## config.mk

```make
export PLATFORM = sky130hd
export DESIGN_NAME = temp_raw_to_bcd
export DESIGN_NICKNAME = d
export VERILOG_FILES = /design/src/rtl/temp_pkg.sv /design/src/rtl/bcd_add3_shift.sv /design/src/rtl/temp_raw_to_bcd.sv
export SDC_FILE = /design/constraint.sdc
export NUM_CORES = 1
export LEC_CHECK = 0
export ABC_CLOCK_PERIOD_IN_PS = 5600
export BUFFER_PORTS_ARGS = -buffer_cell sky130_fd_sc_hd__buf_2
export CORE_MARGIN = 3
export CORE_UTILIZATION = 54
export CTS_CLUSTER_SIZE = 8
export DETAILED_ROUTE_END_ITERATION = 16
export GPL_ROUTABILITY_DRIVEN = 1
export HOLD_SLACK_MARGIN = 0.06
export PLACE_DENSITY = 0.74
export SYNTH_ARGS = -nofsm -noshare
export SYNTH_HDL_FRONTEND = slang
export SYNTH_SLANG_ARGS = --single-unit
```

## constraint.sdc

```tcl
create_clock -name Clock_100MHz -period 5.6 [get_ports Clock_100MHz]
set_clock_uncertainty 0.15 [all_clocks]
set_input_delay 1.4 -clock Clock_100MHz [delete_from_list [all_inputs] [get_ports Clock_100MHz]]
set_output_delay 1.4 -clock Clock_100MHz [all_outputs]
set_load 0.01 [all_outputs]
```

## src/rtl/temp_pkg.sv

```systemverilog
// Shared types and constants for the raw-temperature to BCD converter.
package temp_pkg;

  typedef enum logic [1:0] {
    StIdle,
    StLoad,
    StShift,
    StDone
  } state_e;

  localparam int unsigned TEMP_LSB_SHIFT = 3;
  localparam logic [15:0] BCD_SATURATE   = 16'h1999;

endpackage

```

## src/rtl/bcd_add3_shift.sv

```systemverilog
// One double-dabble step: add 3 to every BCD nibble >= 5, then shift {scratch, bin} left by one.
module bcd_add3_shift #(
  parameter int unsigned BinBits = 8
) (
  input  logic [11:0]        scratch_i,
  input  logic [BinBits-1:0] bin_i,
  output logic [11:0]        scratch_o,
  output logic [BinBits-1:0] bin_o
);

  logic [11:0] adj;

  always_comb begin
    adj = scratch_i;
    for (int i = 0; i < 3; i++) begin
      if (scratch_i[4*i +: 4] >= 4'd5) begin
        adj[4*i +: 4] = scratch_i[4*i +: 4] + 4'd3;
      end
    end
    {scratch_o, bin_o} = {adj, bin_i} << 1;
  end

endmodule

```

## src/rtl/temp_raw_to_bcd.sv

```systemverilog
// Converts a 13-bit two's-complement sensor temperature into signed, saturated BCD
// {hundreds, tens, units, tenths} through a start/ready/done sequential double-dabble engine.
module temp_raw_to_bcd
  import temp_pkg::*;
#(
  parameter int unsigned INT_BITS = 8,
  parameter int unsigned MAX_INT  = 199
) (
  input  logic        Clock_100MHz,
  input  logic        Clear_n,
  input  logic [15:0] Temp_raw,
  input  logic        Start,
  output logic        Ready,
  output logic        Done,
  output logic [15:0] Bcd_out,
  output logic        Negative,
  output logic        Overrange
);

  localparam int unsigned CntW = $clog2(INT_BITS + 1);

  state_e              state_q, state_d;
  logic [12:0]         code_q, code_d;
  logic                sign_q, sign_d;
  logic                ovr_q, ovr_d;
  logic [3:0]          tenths_q, tenths_d;
  logic [11:0]         scratch_q, scratch_d;
  logic [INT_BITS-1:0] bin_q, bin_d;
  logic [CntW-1:0]     cnt_q, cnt_d;
  logic [15:0]         bcd_q, bcd_d;
  logic                neg_q, neg_d;
  logic                ovr_out_q, ovr_out_d;
  logic                done_q, done_d;

  logic [12:0]         mag;
  logic [8:0]          int_part;
  logic [7:0]          frac_x10;
  logic [11:0]         scratch_nxt;
  logic [INT_BITS-1:0] bin_nxt;
  logic [15:0]         result;
  logic                unused_bits;

  bcd_add3_shift #(
    .BinBits (INT_BITS)
  ) u_step (
    .scratch_i (scratch_q),
    .bin_i     (bin_q),
    .scratch_o (scratch_nxt),
    .bin_o     (bin_nxt)
  );

  // 13-bit magnitude: code -4096 negates to 4096, which still fits unsigned.
  assign mag      = code_q[12] ? (~code_q + 13'd1) : code_q;
  assign int_part = mag[12:4];
  assign frac_x10 = {4'b0000, mag[3:0]} * 8'd10;
  assign result   = ovr_q ? BCD_SATURATE : {scratch_nxt, tenths_q};

  assign unused_bits = ^{Temp_raw[2:0], frac_x10[3:0]};

  always_comb begin
    state_d   = state_q;
    code_d    = code_q;
    sign_d    = sign_q;
    ovr_d     = ovr_q;
    tenths_d  = tenths_q;
    scratch_d = scratch_q;
    bin_d     = bin_q;
    cnt_d     = cnt_q;
    bcd_d     = bcd_q;
    neg_d     = neg_q;
    ovr_out_d = ovr_out_q;
    done_d    = 1'b0;
    unique case (state_q)
      StIdle: begin
        if (Start) begin
          code_d  = Temp_raw[15:TEMP_LSB_SHIFT];
          state_d = StLoad;
        end
      end
      StLoad: begin
        sign_d    = code_q[12];
        ovr_d     = 32'(int_part) > MAX_INT;
        tenths_d  = frac_x10[7:4];
        bin_d     = int_part[INT_BITS-1:0];
        scratch_d = 12'h000;
        cnt_d     = '0;
        state_d   = StShift;
      end
      StShift: begin
        scratch_d = scratch_nxt;
        bin_d     = bin_nxt;
        cnt_d     = cnt_q + CntW'(1);
        if (cnt_q == CntW'(INT_BITS - 1)) begin
          // Final shift: publish the result on the edge that enters StDone.
          bcd_d     = result;
          neg_d     = sign_q & (result != 16'h0000);
          ovr_out_d = ovr_q;
          done_d    = 1'b1;
          state_d   = StDone;
        end
      end
      StDone: begin
        state_d = StIdle;
      end
      default: begin
        state_d = StIdle;
      end
    endcase
  end

  always_ff @(posedge Clock_100MHz or negedge Clear_n) begin
    if (!Clear_n) begin
      state_q   <= StIdle;
      code_q    <= '0;
      sign_q    <= 1'b0;
      ovr_q     <= 1'b0;
      tenths_q  <= '0;
      scratch_q <= '0;
      bin_q     <= '0;
      cnt_q     <= '0;
      bcd_q     <= '0;
      neg_q     <= 1'b0;
      ovr_out_q <= 1'b0;
      done_q    <= 1'b0;
    end else begin
      state_q   <= state_d;
      code_q    <= code_d;
      sign_q    <= sign_d;
      ovr_q     <= ovr_d;
      tenths_q  <= tenths_d;
      scratch_q <= scratch_d;
      bin_q     <= bin_d;
      cnt_q     <= cnt_d;
      bcd_q     <= bcd_d;
      neg_q     <= neg_d;
      ovr_out_q <= ovr_out_d;
      done_q    <= done_d;
    end
  end

  assign Ready     = (state_q == StIdle);
  assign Done      = done_q;
  assign Bcd_out   = bcd_q;
  assign Negative  = neg_q;
  assign Overrange = ovr_out_q;

endmodule

```

==> run metrics <==
Peak VDD IR between 0.0003 and 0.0004 V; post-CTS setup buffer count 0; worst-margin pin slew a little under 800 ps; first-pass GRT wire length between 10 and 15 mm; RR Startpoint state_q[0]$_DFFE_PN0P_; FILL cells between 400 and 500; cell count of the worst reg-to-reg path 7; DRT Wirelength 6.19 mm; Vias/cell 5.58; clock sinks between 60 and 70; Final Hold Fails 0; WL met1 about 2.8 mm; slew margin rel. 0.470; CP Class reg -> reg; Hold Buf Count CTS 0; CORE AREA approximately 5600 um2; Tot GR Track Use 0.199; drt pass-1 iters 4; gpl congestion roughly 0.8; Synth Warn # 0; Critical-path top delay cell ha_1; R2R Setup Slk 2200 ps; HP Class reg -> reg; Crit path required time about 5700 ps; FF+latch count, synth 64; DRC Markers 0; max incr delay on CP about 620 ps; gr ovfl total 0; Worst-Skew Late Latency roughly 330 ps; setup_tns 0 ps; Lkg Pwr 0.00169 uW; mapped cell area 3230 um2; Critical Path Start Type flop; Max Used Layer met4; final setup margin about 2200 ps; largest net degree at the start of global routing 65; Avg WL per Cell ~14 um; die width 83.3 um; post-CTS sizing 0; initial core utilization 0.572; share of cells above drive strength 1 0.209; most frequent cells in the layout 64 x dfrtp_1, 35 x buf_2, 29 x inv_1, 28 x o21ai_0, 26 x nand2_1; worst reg2reg path endpoint Negative$_DFFE_PN0P_; status complete, no violations; dpl ws around 2200 ps; I/O pin cnt 39; sequential element share of the synthesized area 0.496; RSZ-0062 raised after global routing no; full die area between 6000 and 7000 um2; antenna cells 0; Synth Net Count about 360; most common cell after layout, fill and taps aside dfrtp_1; share of the synthesized area in the top cell type 0.496; Die Y 83.3 um; synthesis-to-finish area growth 12.5%; Post-Syn Instances around 320; worst hold slack ~320 ps; most used cell, CP inv_1; Distinct cells, synth 42; min-delay src Bcd_out[1]$_DFFE_PN0P_; routed wl met2 2.97 mm; Num CTS Buffers 9; Peak Freq approximately 300 MHz; CTS tree done; Vias 2400; H-tree lvl count 3; hold endpoint Bcd_out[1]$_DFFE_PN0P_; Final Core Density 0.644; maxcap violations 0; Clk pin slew, worst setup/hold paths 70 ps; PD cells 511 nW/um2; drt initial violations approximately 150; fin crit share 0.607; Final #Nets roughly 390; Setup Viol. Count Final 0; Hold Path Cell Cnt 2; Routed Antenna Nets 0; WP data arrival between 3000 and 4000 ps; final cell count without fillers 430; max-slew violations 0; top cell type by total area after synthesis dfrtp_1; CTS max path bufs 2; crit-path max FO 20; dpl hpwl approximately 4.3 mm; initial antenna violation count 0; # rows 27; Buffers on Ports 35; Area contributors post-synth dfrtp_1 50%, mux2_2 6.6%, ha_1 5.4%; Critical Path, Cell by Cell inv_1, ha_1, clkinv_1, or2_2, inv_1, o2111ai_1, o41a_1; crit path time final roughly 3400 ps; Syn Area/Cell 9.99 um2; Root Buffer clkbuf_8; Cells after DPL between 400 and 500; vias in the first global route ~2400; Worst setup EP type flop; Detail Route met3 WL around 270 um
## routing by layer
layer | GRT usage | up-vias
met5 | 0 | -
li1 | - | 1195
met1 | 0.257 | 1142
met3 | 0.0437 | 12
met4 | 0.0847 | 0
met2 | 0.322 | 51
## worst max-delay path, delay by kind of cell, from the launching register on
family | cells | cell delay, ps
compound gates | 2 | 560
fa+ha+maj | 1 | 620
buf+inv | 3 | 960
flops | 1 | 400
simple gates | 1 | 570
## where the power goes
group / total (uW) / internal [uW] / switching [uW]
logic: 772 / 337 / 436
clock network: 375 / 196 / 179
registers: 708 / 588 / 120
## registers in the layout (all words and copies together) (netlist names)
| register | flops |
|---|---|
| Bcd_out | 16 |
| code_q | 13 |
| scratch_q | 12 |
| bin_q | 8 |
| cnt_q | 4 |
| tenths_q | 4 |
| state_q | 2 |
| Done | 1 |
| Negative | 1 |
| Overrange | 1 |
| ovr_q | 1 |
| sign_q | 1 |
## stage by stage
stage	area, um2	power [uW]
after global routing	3630	2020
after floorplan	3230	1310
final	3630	1850
after detailed placement	3440	1490
after CTS	3630	1870
after global placement	3440	1440
## synth_stat cells, drive strengths merged
library cell  count
ha               14
and2              1
or3               2
o31ai             7
o41a              1
a21oi            12
nor2b             4
or4b              1
xor2              4
o41ai             2
o22a              1
o2111ai           2
mux2i             1
fa                1
xnor2            10
inv              29
clkbuf           13
dfrtp            64
o22ai            15
mux2             19
or3b              1
or4               1
a21o              1
clkinv            1
buf               5
a22o              4
nand3b            1
a31oi             7
nand3            11
nor4              3
nand2b            3
or2               1
nand2            26
and3              3
nor3              4
nand4b            1
nor3b             3
a31o              2
nor2             14
o21ai            28
## layout make-up
cell class,count,area (um2),share of cell area
Clock buffer,12,165,0.0455
Clock inverter,4,27.5,0.00758
Inverter,30,113,0.0310
Multi-Input combinational cell,211,1440,0.398
Sequential cell,64,1600,0.441
Tap cell,72,90.1,0.0248
Timing Repair Buffer,37,190,0.0524
## kinds of logic after synthesis
group / Yosys count / synth area share
AO/OA/AOI/OAI: 82 / 0.157
flip-flops: 64 / 0.496
multiplexers: 20 / 0.0694
buffers and inverters: 48 / 0.0566
adder cells (fa/ha/maj): 15 / 0.0605
AND/OR/NAND/NOR: 80 / 0.123
XOR/XNOR: 14 / 0.0380
## worst max-delay path by stage
stage | from | endpoint | slack, ps | cells past startpoint
after CTS | state_q[0]$_DFFE_PN0P_ | Negative$_DFFE_PN0P_ | 2210 | 7
after global placement | state_q[0]$_DFFE_PN0P_ | Negative$_DFFE_PN0P_ | 2290 | 7
after floorplan | Start | code_q[10]$_DFFE_PN0P_ | 3100 | 3
after detailed placement | state_q[0]$_DFFE_PN0P_ | Negative$_DFFE_PN0P_ | 2230 | 7
after global routing | state_q[0]$_DFFE_PN0P_ | Negative$_DFFE_PN0P_ | 1960 | 7
final | state_q[0]$_DFFE_PN0P_ | Negative$_DFFE_PN0P_ | 2200 | 7
Note: power is estimated with default switching activity, not from simulation.
